--- src/rtl/sum_accumulator_pkg.sv ---
// Shared types and width helpers for the sum accumulator.
// Used by sum_accumulator (optional SUM_ACC_MAX_EN feature lives in the top).
package sum_accumulator_pkg;

  typedef enum logic [1:0] {
    ST_IDLE  = 2'd0,
    ST_ACCUM = 2'd1,
    ST_DONE  = 2'd2
  } state_t;

  // Accumulator sized so p_count full-scale sums can never overflow.
  function automatic int acc_width(input int width, input int count);
    return width + 2 + $clog2(count);
  endfunction

  function automatic int cnt_width(input int count);
    return $clog2(count + 1);
  endfunction

endpackage

--- src/rtl/sum_accumulator.sv ---
// Accumulates p_count consecutive adder sums into one block total with valid/ready on both sides.
// Define SUM_ACC_MAX_EN to add the o_w_max port tracking the largest sum of the block.
module sum_accumulator
  import sum_accumulator_pkg::*;
#(
  parameter  int p_width = 6,
  parameter  int p_count = 4,
  localparam int l_acc_w = acc_width(p_width, p_count),
  localparam int l_cnt_w = cnt_width(p_count)
) (
  input  logic               i_w_clk,
  input  logic               i_w_reset,
  input  logic [p_width+1:0] i_w_s,
  input  logic               i_w_valid,
  output logic               o_w_ready,
  output logic [l_acc_w-1:0] o_w_acc,
  output logic               o_w_acc_valid,
  input  logic               i_w_acc_ready,
  output logic [l_cnt_w-1:0] o_w_count
`ifdef SUM_ACC_MAX_EN
  ,
  output logic [p_width+1:0] o_w_max
`endif
);

  state_t             state;
  logic [l_acc_w-1:0] acc;
  logic [l_cnt_w-1:0] count;
  logic [l_acc_w-1:0] s_ext;
  logic [l_acc_w-1:0] sum_next;
  logic               accept;
  logic               handshake;
  logic               last_accept;

  assign o_w_ready   = (state != ST_DONE) & ~i_w_reset;
  assign accept      = i_w_valid & o_w_ready;
  assign handshake   = o_w_acc_valid & i_w_acc_ready;
  assign s_ext       = l_acc_w'(i_w_s);
  // The first sum of a block reloads the accumulator instead of adding to stale state.
  assign sum_next    = (state == ST_IDLE) ? s_ext : acc + s_ext;
  assign last_accept = (state == ST_ACCUM) && (count == l_cnt_w'(p_count - 1));
  assign o_w_count   = count;

  // NOTE: state registers use non-blocking assignments so every branch sees pre-edge values.
  always_ff @(posedge i_w_clk or posedge i_w_reset) begin
    if (i_w_reset) begin
      state         <= ST_IDLE;
      acc           <= '0;
      count         <= '0;
      o_w_acc       <= '0;
      o_w_acc_valid <= 1'b0;
    end else begin
      case (state)
        ST_IDLE: begin
          if (accept) begin
            acc   <= sum_next;
            count <= l_cnt_w'(1);
            state <= ST_ACCUM;
          end
        end
        ST_ACCUM: begin
          if (accept) begin
            acc   <= sum_next;
            count <= count + l_cnt_w'(1);
            if (last_accept) begin
              state         <= ST_DONE;
              o_w_acc       <= sum_next;
              o_w_acc_valid <= 1'b1;
            end
          end
        end
        ST_DONE: begin
          // o_w_acc is left alone so the sink still sees the last total after the handshake.
          if (handshake) begin
            state         <= ST_IDLE;
            o_w_acc_valid <= 1'b0;
            count         <= '0;
          end
        end
        default: state <= ST_IDLE;
      endcase
    end
  end

`ifdef SUM_ACC_MAX_EN
  always_ff @(posedge i_w_clk or posedge i_w_reset) begin
    if (i_w_reset) begin
      o_w_max <= '0;
    end else if (accept) begin
      if (state == ST_IDLE || i_w_s > o_w_max) begin
        o_w_max <= i_w_s;
      end
    end
  end
`endif

endmodule

--- config.mk ---
export PLATFORM = sky130hd
export DESIGN_NAME = sum_accumulator
export DESIGN_NICKNAME = d
export VERILOG_FILES = /design/src/rtl/sum_accumulator_pkg.sv /design/src/rtl/sum_accumulator.sv
export SDC_FILE = /design/constraint.sdc
export NUM_CORES = 1
export LEC_CHECK = 0
export ABC_AREA = 1
export CAP_MARGIN = 5
export CORE_MARGIN = 8
export CORE_UTILIZATION = 50
export DETAILED_ROUTE_END_ITERATION = 12
export GPL_TIMING_DRIVEN = 1
export PLACE_DENSITY_LB_ADDON = 0.15
export SLEW_MARGIN = 40
export SYNTH_ARGS = -nofsm -noshare
export SYNTH_HDL_FRONTEND = slang
export SYNTH_SLANG_ARGS = --single-unit
--- constraint.sdc ---
create_clock -name i_w_clk -period 2.4 [get_ports i_w_clk]
set_input_delay 0.48 -clock i_w_clk [delete_from_list [all_inputs] [get_ports i_w_clk]]
set_output_delay 0.48 -clock i_w_clk [all_outputs]
set_load 0.005 [all_outputs]
* Word-level counts from Yosys, hierarchy flattened
Cells that the tools add are included.
Cells by class: $add $sub $neg 2, reduce and logical (&&, ||, !) cells 10, equal/unequal tests 8, muxes and demuxes 14, bitwise gates (word level) 4
Operators with widths (number):
- $reduce_and A4 Y1 | 3
- $add A10 B8 Y10 | 1
- $mux W10 | 1
- $ne A2 B2 Y1 const B | 5
- $mux W3 | 3
- $pmux W3 S3 | 1
- $mux W2 | 4
- $pmux W2 S3 | 1
- $add A3 B1 Y3 const B | 1
- $and A1 B1 Y1 | 3
- $eq A3 B2 Y1 const B | 1
- $mux W1 | 3
- $reduce_and A3 Y1 | 1
- $reduce_bool A3 Y1 | 1
- $eq A2 B1 Y1 const B | 1
- $eq A2 B2 Y1 const B | 1
- $logic_not A2 Y1 | 1
- $pmux W1 S2 | 1
- $reduce_and A2 Y1 | 1
- $reduce_bool A2 Y1 | 1
- $reduce_or A2 Y1 | 1
- $logic_and A1 B1 Y1 | 1
- $not A1 Y1 | 1
Storage, ports and cells: word-level logic and storage cells 43, register bits after elaboration 26, bits of input ports 12, output and inout bits 15

* Depth between registers and ports, before layout
word-level depth 5, mapped depth 11, depth with buffers taken out 11

* Worst setup path before layout
No wires, ideal clock.
kind input to register, start input port i_w_s[0], end register o_w_acc[4], stages 10, setup slack 0.617 ns, arrival time 1.718 ns, path buffers 0, required time 2.335 ns, setup time 0.065 ns, path through ha_1 > fa_1 > nand2_1 > nand3_1 > and2_1 > nand2_1 > nand2_1 > o21ai_1 > nand2_1 > nand2_1
Between the ends: longest elaborated chain between the ends 2
RTL lines:
- start, declared | line sum_accumulator.sv:13 | input logic [p_width+1:0] i_w_s,
- $add A10 B8 Y10 | line sum_accumulator.sv:40 | assign sum_next = (state == ST_IDLE) ? s_ext : acc + s_ext;
- $mux W10 | line sum_accumulator.sv:40
- end signal, assigned | line sum_accumulator.sv:67 | o_w_acc <= sum_next;
- end, declared | line sum_accumulator.sv:16 | output logic [l_acc_w-1:0] o_w_acc,
No other way between the ends. A chain may end at the register's enable or synchronous reset.

* Worst setup path after layout
start register state[0], end output port o_w_ready
Between the ends: longest elaborated chain between the ends 2
RTL lines:
- start, declared | line sum_accumulator.sv:26 | state_t state;
- start signal, assigned | line sum_accumulator.sv:47 | state <= ST_IDLE;
- start signal, assigned | line sum_accumulator.sv:58 | state <= ST_ACCUM;
- start signal, assigned | line sum_accumulator.sv:66 | state <= ST_DONE;
- $ne A2 B2 Y1 | line sum_accumulator.sv:35 | assign o_w_ready = (state != ST_DONE) & ~i_w_reset;
- $and A1 B1 Y1 | line sum_accumulator.sv:35
- end, declared | line sum_accumulator.sv:15 | output logic o_w_ready,
No other way between the ends.

==> reports/qor.csv <==
metric,value,unit
slew at the pin with the worst max-slew slack,0.4562,ns
"Largest stage delay, worst path",0.51,ns
max-cap check violation count,0,
hold_sp,o_w_acc[1],
Worst Skew,0.006002,ns
setup tns final,0,ns
met2 Usage GRT,25.10,%
core area,3311,sq um
Worst EP arrival,1.72,ns
PwrDens,1104,nW/um^2
Hold Path Class,flop to flop,
WL final,3851,microns
FF-to-FF path depth,10,
clock sink count,26,
CTS buffer count,3,
overall routing resource usage,15.43,%
initial antenna violation count,0,
met1 GRT Util,20.55,%
post-synthesis cell area,1697,sq um
period utilization,91.83,%
RSZ-0062 raised after global routing,no,
GR peak layer,met2,
Critical Path End Type,output port,
outcome,"complete, no violations",
"leading cell type in the layout, fill and taps excluded",nand2_1,
R2R Setup Slk,0.53,ns
top cells by area in the synthesized netlist,"dfrtp_1, nand2_1, ha_1, inv_1, nand3_1",
setup bufs post-CTS,0,
number of global-route vias before repair,1491,
IO Count,27,
post-route setup slack,0.1960,ns
Iteration-0 DRC Markers,105,
"commonest non-fill, non-tap cells in the layout","nand2_1, dfrtp_1, clkdlybuf4s50_1, inv_1, nand3_1",
largest area contributor in the netlist,dfrtp_1,
synthesized flop and latch total,26,
"Hold Vio Cnt, Final",0,
synth warn,0,
worst-path cell chain,"inv_1, ha_1, nor2_4, clkdlybuf4s50_1",
cts hold-fix bufs,0,
CP Launch Type,flop,
worst hold stages,2,
Die Area,5513,sq um
drt via density,5.000,
Filler cells,334,
global route total overflow,0,
Crit Reg-Reg Endpoint,acc[4],
clock tree root driver cell,clkbuf_4,
Post-DP HPWL,2979,microns
Ant. Diodes,0,
Pwr Total,2.252,mW
Crit path required time,1.92,ns
P_leak,1.100,nW
Hold Path Sink,o_w_acc[1],
fmax,453.7,MHz
RR Startpoint,acc[0],
Die Y,74.25,microns
critical path type,flop to output port,
count of cell types in the netlist,24,
Final Max Slew Viols,0,
syn avg cell area,7.220,sq um
Slew headroom,69.55,%
FP Rows,21,
CTS tree,yes,
IO buf count,26,
nets,292,
final instance area,2039,sq um
antenna-violating nets left,0,
largest net degree at the start of global routing,27,
vias,1545,
CTS H-tree depth,1,
Post-Syn Nets,262,
Place WS,0.02201,ns
DRC,0,
sequential area share after synthesis,38.35,%
maximum clock insertion buffer count,2,
Starting Density,51.25,%
Avg WL per Cell,12.46,microns
drt first pass iters,4,
"IR drop worst, VDD",0.5116,mV
post-synth top area share,38.35,%
Final min period,2.204,ns
GP Congestion,0.8629,
worst-path fanout max,3,
post-cts resize count,0,
Setup-failing EPs final,0,
clock latency on the worst-skew pair,0.32,ns
CTS clock-pin slew for the worst setup and hold paths,0.14,ns
GR Layer Usage met3,2.695,%
Mapped Cells,235,
first-pass GRT wire length,6720,microns
Area Overhead vs Synth,20.21,%
Slowest cell on crit path,clkdlybuf4s50_1,
Post-DP Area,2017,sq um
proportion of layout cells with a drive suffix above 1,6.084,%
DIE WIDTH,74.25,microns
how the worst max path moves through the flow:
stage,cells past startpoint,startpoint,slack [ns],endpoint
floorplan,10,i_w_s[0],0.62,o_w_acc[4]
finish,4,state[0],0.20,o_w_ready
CTS,4,state[0],0.19,o_w_ready
global route,4,state[0],0.09,o_w_ready
global placement,11,i_w_s[0],0.07,o_w_acc[4]
detailed placement,11,i_w_s[0],0.02,acc[4]
cell type report:
class	count	area (sq um)	share of cell area, %
Timing Repair Buffer	30	290.3	14.23
Tap cell	46	57.56	2.822
Sequential cell	26	650.6	31.90
Inverter	24	90.09	4.417
Multi-Input combinational cell	180	928.4	45.52
Clock buffer	3	22.52	1.104
sequential cells by signal, indices dropped and copies added, names as in the netlist:
| name | count |
|---|---|
| o_w_acc_valid | 1 |
| o_w_count | 3 |
| state | 2 |
| acc | 10 |
| o_w_acc | 10 |
synthesized netlist by cell type (all sizes together):
master    n
nand3b    1
nand4     6
and2      1
ha       14
or2       1
a21oi     7
nor2     10
o21ai     8
inv      24
a21boi    1
nand3    17
fa        1
o21a      2
o22ai     1
nand2   110
dfrtp    26
buf       5
critical path, delay by kind of cell, from the launching register on:
family / cells / cell delay, ns
buf+inv: 2 / 0.60
flops: 1 / 0.41
fa+ha+maj: 1 / 0.25
simple gates: 1 / 0.14
logic make-up after synthesis:
group                      after synthesis  share of synthesized area, %
and+or+nand+nor                        146                         36.43
buffers and inverters                   29                         6.932
DFF                                     26                         38.35
AOI/OAI and AO/OA                       19                         6.785
adders and majority gates               15                         11.50
metal layers:
layer	share of wire, %	wire length (microns)
met5	0	0
met4	1.3	51
met3	4.2	160
met2	45	1733
met1	49	1906
through the flow:
stage	hold slack, ns	util [%]	cells
2_1_floorplan	0.4459	-	235
3_3_place_gp	0.4608	60.92	306
3_5_place_dp	0.4626	60.92	306
4_1_cts	0.4948	61.60	309
5_1_grt	0.5193	61.60	309
6_report	0.4931	61.60	309
report_power, final:
part	total, mW	internal, mW	switching (mW)
sequential	0.725	0.610	0.115
clock	0.187	0.0588	0.128
combinational	1.34	0.568	0.772
total	2.25	1.24	1.02
Power figures use the tool's default switching activity.
